`src/rtl/sysarr_pkg.sv`:
```
// Shared definitions for the systolic-array sequencer: run states, default
// geometry and derived word/vector widths.
package sysarr_pkg;

  localparam int DEF_N  = 31;
  localparam int DEF_NV = 4;
  localparam int WORD_W = DEF_N + 1;
  localparam int VEC_W  = WORD_W * DEF_NV;

  localparam logic [31:0] FP32_ZERO = 32'h0000_0000;

  typedef enum logic [1:0] {
    IDLE  = 2'd0,
    FEED  = 2'd1,
    DRAIN = 2'd2,
    DONE  = 2'd3
  } sysarr_state_e;

endpackage

```
`src/rtl/sysarr_sequencer_if.sv`:
```
// Load/run handshake and array-facing outputs of the sequencer, bundled as one
// interface; the sequencer is the slave, the loader/controller the master.
interface sysarr_sequencer_if
  import sysarr_pkg::*;
#(
  parameter int N     = DEF_N,
  parameter int n     = DEF_NV,
  parameter int FLG_W = 7
);
  localparam int IDX_W = (n > 1) ? $clog2(n) : 1;
  localparam int VW    = (N + 1) * n;

  logic             ld_valid;
  logic             ld_ready;
  logic             ld_sel;
  logic [IDX_W-1:0] ld_idx;
  logic [VW-1:0]    ld_data;
  logic             start;
  logic             busy;
  logic             done;
  logic [VW-1:0]    arr1_o;
  logic [VW-1:0]    arr2_o;
  logic [FLG_W-1:0] flg_o;

  modport master (
    output ld_valid, ld_sel, ld_idx, ld_data, start,
    input  ld_ready, busy, done, arr1_o, arr2_o, flg_o
  );

  modport slave (
    input  ld_valid, ld_sel, ld_idx, ld_data, start,
    output ld_ready, busy, done, arr1_o, arr2_o, flg_o
  );

endinterface

```
`src/rtl/sysarr_vecbuf.sv`:
```
// n-entry vector register file: one write port, one combinational read port,
// synchronous clear. Out-of-range indices write nothing and read zero.
module sysarr_vecbuf #(
  parameter int ENTRIES = 4,
  parameter int WIDTH   = 128,
  parameter int IDX_W   = 2
) (
  input  logic             clk,
  input  logic             rst,
  input  logic             wr_en,
  input  logic [IDX_W-1:0] wr_idx,
  input  logic [WIDTH-1:0] wr_data,
  input  logic [IDX_W-1:0] rd_idx,
  output logic [WIDTH-1:0] rd_data
);

  logic [WIDTH-1:0] mem_q [ENTRIES];
  logic [WIDTH-1:0] mem_d [ENTRIES];

  always_comb begin
    mem_d = mem_q;
    if (wr_en && (int'(wr_idx) < ENTRIES)) begin
      mem_d[wr_idx] = wr_data;
    end
  end

  always_ff @(posedge clk) begin
    if (rst) begin
      mem_q <= '{default: '0};
    end else begin
      mem_q <= mem_d;
    end
  end

  assign rd_data = (int'(rd_idx) < ENTRIES) ? mem_q[rd_idx] : '0;

endmodule

```
`src/rtl/sysarr_sequencer.sv`:
```
// Steps the systolic array through n feed cycles and a zero-padded drain phase
// from two loadable vector banks; all outputs registered one cycle after state.
module sysarr_sequencer
  import sysarr_pkg::*;
#(
  parameter int N     = DEF_N,
  parameter int n     = DEF_NV,
  parameter int FLG_W = 7,
  parameter int STEPS = 20
) (
  input logic               clk,
  input logic               rst,
  sysarr_sequencer_if.slave bus
);

  localparam int WW    = N + 1;
  localparam int VW    = WW * n;
  localparam int IDX_W = (n > 1) ? $clog2(n) : 1;

  localparam logic [1:0] S_IDLE  = IDLE;
  localparam logic [1:0] S_FEED  = FEED;
  localparam logic [1:0] S_DRAIN = DRAIN;
  localparam logic [1:0] S_DONE  = DONE;

  localparam logic [FLG_W-1:0] K_FEED_LAST = FLG_W'(n - 1);
  localparam logic [FLG_W-1:0] K_LAST      = FLG_W'(STEPS - 1);
  localparam logic [VW-1:0]    VEC_ZERO    = {n{WW'(FP32_ZERO)}};

  logic [1:0]       state_q, state_d;
  logic [FLG_W-1:0] k_q, k_d;
  logic             ld_ready_q, ld_ready_d;
  logic             busy_q, busy_d;
  logic             done_q, done_d;
  logic [FLG_W-1:0] flg_q, flg_d;
  logic [VW-1:0]    arr1_q, arr1_d;
  logic [VW-1:0]    arr2_q, arr2_d;

  logic          wr_a, wr_b;
  logic [VW-1:0] rd_a, rd_b;

  // ld_ready_q mirrors state_q == IDLE, so it alone gates bank writes.
  assign wr_a = bus.ld_valid && ld_ready_q && !bus.ld_sel;
  assign wr_b = bus.ld_valid && ld_ready_q &&  bus.ld_sel;

  sysarr_vecbuf #(.ENTRIES(n), .WIDTH(VW), .IDX_W(IDX_W)) u_bank_a (
    .clk     (clk),
    .rst     (rst),
    .wr_en   (wr_a),
    .wr_idx  (bus.ld_idx),
    .wr_data (bus.ld_data),
    .rd_idx  (k_q[IDX_W-1:0]),
    .rd_data (rd_a)
  );

  sysarr_vecbuf #(.ENTRIES(n), .WIDTH(VW), .IDX_W(IDX_W)) u_bank_b (
    .clk     (clk),
    .rst     (rst),
    .wr_en   (wr_b),
    .wr_idx  (bus.ld_idx),
    .wr_data (bus.ld_data),
    .rd_idx  (k_q[IDX_W-1:0]),
    .rd_data (rd_b)
  );

  always_comb begin
    state_d = state_q;
    k_d     = k_q;
    case (state_q)
      S_IDLE: begin
        if (bus.start) begin
          state_d = S_FEED;
          k_d     = '0;
        end
      end
      S_FEED: begin
        k_d = k_q + FLG_W'(1);
        if (k_q == K_FEED_LAST) begin
          state_d = (STEPS > n) ? S_DRAIN : S_DONE;
        end
      end
      S_DRAIN: begin
        k_d = k_q + FLG_W'(1);
        if (k_q == K_LAST) begin
          state_d = S_DONE;
        end
      end
      S_DONE:  state_d = S_IDLE;
      default: state_d = S_IDLE;
    endcase
  end

  // Outputs trail the state by one register stage, so a load committed on the
  // start edge is already in the bank when step 0 is read.
  always_comb begin
    ld_ready_d = (state_d == S_IDLE);
    busy_d     = (state_q == S_FEED) || (state_q == S_DRAIN);
    done_d     = (state_q == S_DONE);
    flg_d      = '0;
    arr1_d     = VEC_ZERO;
    arr2_d     = VEC_ZERO;
    case (state_q)
      S_FEED: begin
        flg_d  = k_q;
        arr1_d = rd_a;
        arr2_d = rd_b;
      end
      S_DRAIN: flg_d = k_q;
      S_DONE:  flg_d = K_LAST;
      default: flg_d = '0;
    endcase
  end

  always_ff @(posedge clk) begin
    if (rst) begin
      state_q    <= S_IDLE;
      k_q        <= '0;
      ld_ready_q <= 1'b1;
      busy_q     <= 1'b0;
      done_q     <= 1'b0;
      flg_q      <= '0;
      arr1_q     <= '0;
      arr2_q     <= '0;
    end else begin
      state_q    <= state_d;
      k_q        <= k_d;
      ld_ready_q <= ld_ready_d;
      busy_q     <= busy_d;
      done_q     <= done_d;
      flg_q      <= flg_d;
      arr1_q     <= arr1_d;
      arr2_q     <= arr2_d;
    end
  end

  assign bus.ld_ready = ld_ready_q;
  assign bus.busy     = busy_q;
  assign bus.done     = done_q;
  assign bus.flg_o    = flg_q;
  assign bus.arr1_o   = arr1_q;
  assign bus.arr2_o   = arr2_q;

endmodule
```
`src/flat_wrapper.sv`:
```
// flat-port wrapper written by rule: the top's interface ports become plain ports
module sysarr_sequencer_flat import sysarr_pkg::*;
#(
  parameter int N     = DEF_N,
  parameter int n     = DEF_NV,
  parameter int FLG_W = 7,
  parameter int STEPS = 20
)
  (clk, rst, bus_ld_valid, bus_ld_sel, bus_ld_idx, bus_ld_data, bus_start, bus_ld_ready, bus_busy, bus_done, bus_arr1_o, bus_arr2_o, bus_flg_o);
  sysarr_sequencer_if #(.N(N), .n(n), .FLG_W(FLG_W)) bus_i ();
  input logic clk;
  input logic rst;
  input wire logic [$bits(bus_i.ld_valid)-1:0] bus_ld_valid;
  input wire logic [$bits(bus_i.ld_sel)-1:0] bus_ld_sel;
  input wire logic [$bits(bus_i.ld_idx)-1:0] bus_ld_idx;
  input wire logic [$bits(bus_i.ld_data)-1:0] bus_ld_data;
  input wire logic [$bits(bus_i.start)-1:0] bus_start;
  output wire logic [$bits(bus_i.ld_ready)-1:0] bus_ld_ready;
  output wire logic [$bits(bus_i.busy)-1:0] bus_busy;
  output wire logic [$bits(bus_i.done)-1:0] bus_done;
  output wire logic [$bits(bus_i.arr1_o)-1:0] bus_arr1_o;
  output wire logic [$bits(bus_i.arr2_o)-1:0] bus_arr2_o;
  output wire logic [$bits(bus_i.flg_o)-1:0] bus_flg_o;
  assign bus_i.ld_valid = bus_ld_valid;
  assign bus_i.ld_sel = bus_ld_sel;
  assign bus_i.ld_idx = bus_ld_idx;
  assign bus_i.ld_data = bus_ld_data;
  assign bus_i.start = bus_start;
  assign bus_ld_ready = bus_i.ld_ready;
  assign bus_busy = bus_i.busy;
  assign bus_done = bus_i.done;
  assign bus_arr1_o = bus_i.arr1_o;
  assign bus_arr2_o = bus_i.arr2_o;
  assign bus_flg_o = bus_i.flg_o;
  sysarr_sequencer #(.N(N), .n(n), .FLG_W(FLG_W), .STEPS(STEPS)) u_core (.clk(clk), .rst(rst), .bus(bus_i));
endmodule
```
`config.mk`:
```
export PLATFORM = sky130hd
export DESIGN_NAME = sysarr_sequencer_flat
export DESIGN_NICKNAME = d
export VERILOG_FILES = /design/src/rtl/sysarr_pkg.sv /design/src/rtl/sysarr_sequencer_if.sv /design/src/rtl/sysarr_vecbuf.sv /design/src/rtl/sysarr_sequencer.sv /design/src/flat_wrapper.sv
export SDC_FILE = /design/constraint.sdc
export NUM_CORES = 2
export LEC_CHECK = 0
export BUFFER_PORTS_ARGS = -buffer_cell sky130_fd_sc_hd__buf_4
export CAP_MARGIN = 10
export CORE_MARGIN = 1
export CORE_UTILIZATION = 64
export CTS_CLUSTER_DIAMETER = 100
export DETAILED_ROUTE_END_ITERATION = 8
export PLACE_DENSITY = 0.84
export SLEW_MARGIN = 15
export SYNTH_ARGS = -nofsm -noshare
export SYNTH_HDL_FRONTEND = slang
export SYNTH_SLANG_ARGS = --single-unit
```
`constraint.sdc`:
```
create_clock -name clk -period 5.7 [get_ports clk]
set_clock_uncertainty 0.15 [all_clocks]
set_input_delay 0 -clock clk [delete_from_list [all_inputs] [get_ports clk]]
set_output_delay 0 -clock clk [all_outputs]
set_load 0.02 [all_outputs]
```
---- Word level (Yosys, flattened, before mapping) ----
Index checks and enable logic that the tools add are counted.
word-level totals
  bits in registers ....................... 1299
  bits of input ports ..................... 135
  output and inout bits ................... 266
  logic and storage cells ................. 58
cells by class
  reductions and logical operators ........ 12
  equal/unequal tests ..................... 6
  bitwise gates (word level) .............. 3
  multiplexer cells ....................... 17
  magnitude comparators ................... 3
  add/sub/neg operators ................... 1
operator list
  operator               number
  $bwmux W512            2
  $mux W128              5
  $bmux W128 S2          2
  $demux W128 S2         1
  $pmux W7 S2            2
  $pmux W2 S4            1
  $add A7 B1 Y7 const B  1
  $eq A7 B2 Y1 const B   1
  $eq A7 B5 Y1 const B   1
  $mux W7                1
  $ge A3 B3 Y1 const B   2
  $mux W2                3
  $not A2 Y3             2
  $eq A2 B2 Y1 const B   2
  $logic_and A1 B1 Y1    4
  $logic_not A2 Y1       2
  $reduce_or A2 Y1       2
  $lt A3 B1 Y1 const B   1
  $eq A2 B1 Y1 const B   1
  $ne A2 B2 Y1 const B   1
  $reduce_and A2 Y1      1
  $reduce_bool A2 Y1     1
  $logic_not A1 Y1       1
  $logic_or A1 B1 Y1     1
  $not A1 Y1             1

---- Depth between registers and ports, before layout ----
  word-level depth ........................ 6
  depth in mapped cells ................... 7
  mapped depth without buffers ............ 6

---- Hierarchy ----
From an unflattened synthesis, not the netlist that was laid out.
second synthesis, totals
  cell total of the unflattened synthesis .. 4538
  area, all modules ....................... 53998.0 µm²
modules (own cells, without submodules)
  module            sequential area each (µm²)  instances  cells an instance  area each (µm²)
  sysarr_vecbuf     10249.8                     2          1954               23132.2
  sysarr_sequencer  5505.3                      1          630                7733.7

---- Least setup slack after synthesis ----
Ideal clock, no wire load.
  path kind ............................... register to register
  start point ............................. reg u_core.state_q[0]
  end point ............................... reg u_core.k_q[5]
  setup slack ............................. 3.909 ns
  stages on the path, launching flop included .. 8
  required time ........................... 5.421 ns
  data arrival time ....................... 1.511 ns
  clock period less this slack ............ 1.791 ns
  cell sequence ........................... dfxtp_1 inv_1 ha_1 buf_4 mux2i_1 nor4b_1 xnor2_1 nor2_1
between the ends
  word-level cells in the longest chain between the ends .. 4
  elaborated cells between the ends (all ways) .. 8
  classes of those cells .................. eq/ne (3); mux (1); reduce/logical (4)
RTL lines
  element                                              line                     text
  start: declaration                                   sysarr_sequencer.sv:29   logic [1:0] state_q, state_d;
  start signal: assignment                             sysarr_sequencer.sv:124  state_q <= state_d;
  $eq A2 B2 Y1 / $eq A2 B1 Y1 (equally long branches)  sysarr_sequencer.sv:68   case (state_q)
  $reduce_or A2 Y1 (no source line)                    -
  $reduce_bool A2 Y1 (no source line)                  -
  $reduce_and A2 Y1 (no source line)                   -
  end signal: assignment                               sysarr_sequencer.sv:125  k_q <= k_d;
  end: declaration                                     sysarr_sequencer.sv:30   logic [FLG_W-1:0] k_q, k_d;
Parallel ways exist; a longest one is shown, timed or not.
A chain may end at the register's enable or synchronous reset.

---- Worst setup path in the final report ----
  start point ............................. reg u_core.ld_ready_q, in the netlist u_core.bus.ld_ready
  end point ............................... reg u_core.u_bank_a.mem_q[27] (netlist bit)
between the ends
  word-level cells in the longest chain between the ends .. 2
RTL lines
  element                           line                     text
  start: declaration                sysarr_sequencer.sv:31   logic ld_ready_q, ld_ready_d;
  start signal: assignment          sysarr_sequencer.sv:126  ld_ready_q <= ld_ready_d;
  $logic_and A1 B1 Y1 (2 in a row)  sysarr_sequencer.sv:42   assign wr_a = bus.ld_valid && ld_ready_q && !bus.ld_sel;
  end signal: assignment            sysarr_vecbuf.sv:31      mem_q <= mem_d;
  end: declaration                  sysarr_vecbuf.sv:17      logic [WIDTH-1:0] mem_q [ENTRIES];
Every way passes these cells.

==> impl_metrics.ini <==
[power]
ir_drop_mv = 0.2334
pwr-share-clk_pct = 45.2
power_frac_comb_pct = 6.9
p_seq_share_pct = 48.0
power_switching_mw = 4.685
switching_share_pct = 24.06
internal_power_mw = 14.79
leakagePower_nw = 21.74
powerDensity_nw_per_um2 = 329.5

[global_routing]
grt_use_total_pct = 39.34
globalRoute.totalOverflow = 0
grt_pass1_wl_um = 242500
grt_max_degree = 229
grt_pass1_vias = 43860
antenna_found_initial = 10

[die]
die_x_um = 281.1
die_area_um2 = 79040
die_y_um = 281.1
initial_core_util_pct = 65.12
core_um2 = 76580
rows = 101
boundaryPins = 401

[timing]
timing.final.crit_period_ns = 3.500
worst_pin_slew_ns = 1.190
max_freq_ghz = 0.2857
hold_violations = 0
finalSetupTns_ns = 0
rsz0062_at_grt = no
finalSetupViolCount = 0
finalCritPeriodShare_pct = 61.40
slew_violations = 0
max_slew_margin_pct = 20.64

[worst_setup_path]
critPathMaxFanout = 58
cp-start-kind = flip-flop
crit_path_end_kind = flip-flop
worstPathArrival_ns = 3.96
worstSetupPathType = flip-flop to flip-flop
crit_required_ns = 6.16

[finish]
instances_no_fill = 6988
nNetsFinal = 5983
drive_gt1_share_pct = 15.78
final_util_pct = 77.18
n_fill_cell = 4640
syn2layout_area_growth_pct = 18.53

[synth]
syn_nets = 5693
yosysSeqAreaShare_pct = 52.15
synth.distinct_cells = 34
synth_warnings = 0
syn_area_um2 = 49870
ys_async_sr_fraction_pct = 0
synth_top_area_share_pct = 52.15
synthFlopType = dfxtp_1
synth_edf_count = 0
avgSynthCellArea_um2 = 8.980
ys_top_cells_by_count = nand2_1 (2054), dfxtp_1 (1299), a21oi_1 (1031)
yosysMostFrequentCell = nand2_1
synth_area_leader_cell = dfxtp_1
synth.top_cells.by_area = dfxtp_1 (52%), nand2_1 (15%), mux4_2 (12%)
netlist_instances = 5553
synth_seq_cells = 1299

[clocking]
cts_tree = built
cts_buffers = 131
cts-root-buf = clkbuf_16
clk_pin_slew_ns = 0.07
clockBufferDepth = 3
ctsResizeCount = 0
htree_num_levels = 4
clock_sinks = 1299
clk_latency_ns = 0.72

[route]
dr.first_iter.drc_count = 5812
vias = 44010
wire_per_inst_um = 22.65
drc = 0
postRouteAntennaNets = 0
post_drt_via_cell_ratio = 6.298
routed_wl_um = 158300
drtPass1Iterations = 8

[placement]
port-buffer-count = 400
placed_cells = 6446
gp_congestion = 0.8164
hpwl_um = 76440

[flow_run]
cap_violations = 0

[outcome]
status = finished, final reports clean

[min_path]
hold_path.class = input port to flip-flop
[worst max-delay path, cell delays in order (launching register included)]
cell and delay, ns:
dfxtp_1 0.44, nand3b_4 0.11, dlygate4sd3_1 0.72, nor2_4 0.62, buf_4 0.82, nand2_1 0.19
a21oi_1 0.27
[sequential cells by signal (all words and copies together), names as in the netlist, 2 cells and up]
name                   count
u_core.bus.arr1_o        128
u_core.bus.arr2_o        128
u_core.bus.flg_o           7
u_core.k_q                 7
u_core.state_q             2
u_core.u_bank_a.mem_q    512
u_core.u_bank_b.mem_q    512
[cell families after synthesis]
logic type / Yosys count / synth area share [%]
flops: 1299 / 52.15
buf+inv: 587 / 6.308
compound gates: 1038 / 10.46
simple gates: 2362 / 19.28
xor+xnor: 4 / 0.07027
fa+ha+maj: 5 / 0.1255
mux: 258 / 11.60
[cell type report]
class	count	area [um^2]	share of cell area, %
diodes	8	20.02	0.03387
clock buffers	193	3885	6.573
clock inverters	47	568.0	0.9611
inverters	3	16.27	0.02752
multi-input cells	3667	20810	35.21
flip-flops and latches	1299	26010	44.01
well taps	1030	1289	2.180
repair buffers	741	6506	11.01
[power by group through the flow]
stage	Sequential (mW)	Combinational, mW	Clock (mW)
after floorplan	9.49	0.847	0
after CTS	9.33	1.29	8.78
after global routing	9.35	1.40	9.19
after detailed placement	9.53	1.12	0
final	9.34	1.34	8.79
after global placement	9.52	1.10	0
[through the flow]
step                      cell area [um^2]  hold slack (ns)  setup slack, ns  power, mW
after global placement               51690           0.1490            2.903      10.62
after global routing                 59100          0.02102            2.159      19.94
after floorplan                      49870           0.1144            3.909      10.34
final                                59110          0.03279            2.200      19.47
after CTS                            59090        0.0009303            2.475      19.40
after detailed placement             51690           0.1523            2.860      10.65
[per-layer routing]
| layer | up-vias | global-route usage, % | wire [um] |
|---|---|---|---|
| met5 | - | 0 | 61 |
| met2 | 3281 | 63.12 | 74640 |
| met1 | 21000 | 48.45 | 56540 |
| met4 | 8 | 23.30 | 8598 |
| li1 | 18990 | - | - |
| met3 | 728 | 9.103 | 18440 |
[timing repair]
item / 4_1_cts / 5_1_grt
setup endpoints to repair: 0 / 0
hold endpoints to repair: 1034 / 0
hold buffers: 294 / 0
setup buffers: 0 / 0
[final timing paths]
path	depth (start not counted)	startpoint	endpoint	slack, ns
worst min register to register	2	u_core.u_bank_a.mem_q[54]$_SDFFE_PP0P_	u_core.u_bank_a.mem_q[54]$_SDFFE_PP0P_	0.30
worst max register to register	6	u_core.bus.ld_ready$_SDFF_PP1_	u_core.u_bank_a.mem_q[27]$_SDFFE_PP0P_	2.20
worst max-delay path	6	u_core.bus.ld_ready$_SDFF_PP1_	u_core.u_bank_a.mem_q[27]$_SDFFE_PP0P_	2.20
worst min-delay path	4	bus_ld_data[45]	u_core.u_bank_b.mem_q[429]$_SDFFE_PP0P_	0.03
[placed cells by master (no fill, tap or decap), drive strengths merged, types with 2 or more instances in the layout]
| cell | synthesis | routed |
|---|---|---|
| dfxtp | 1299 | 1299 |
| bufinv | 0 | 6 |
| mux4 | 256 | 256 |
| inv | 3 | 7 |
| nor2b | 4 | 4 |
| ha | 5 | 5 |
| nand4 | 3 | 3 |
| dlygate4sd3 | 0 | 294 |
| clkinv | 0 | 35 |
| nor4 | 2 | 2 |
| nor3 | 6 | 6 |
| or2 | 6 | 6 |
| nand3b | 3 | 3 |
| buf | 401 | 447 |
| nor2 | 14 | 14 |
| clkbuf | 183 | 193 |
| and3 | 261 | 261 |
| clkinvlp | 0 | 2 |
| o21ai | 2 | 2 |
| a21oi | 1031 | 1031 |
| xor2 | 3 | 3 |
| or3 | 2 | 2 |
| diode | 0 | 8 |
| nand2b | 5 | 5 |
| nand2 | 2054 | 2054 |
Power figures use the tool's default switching activity.
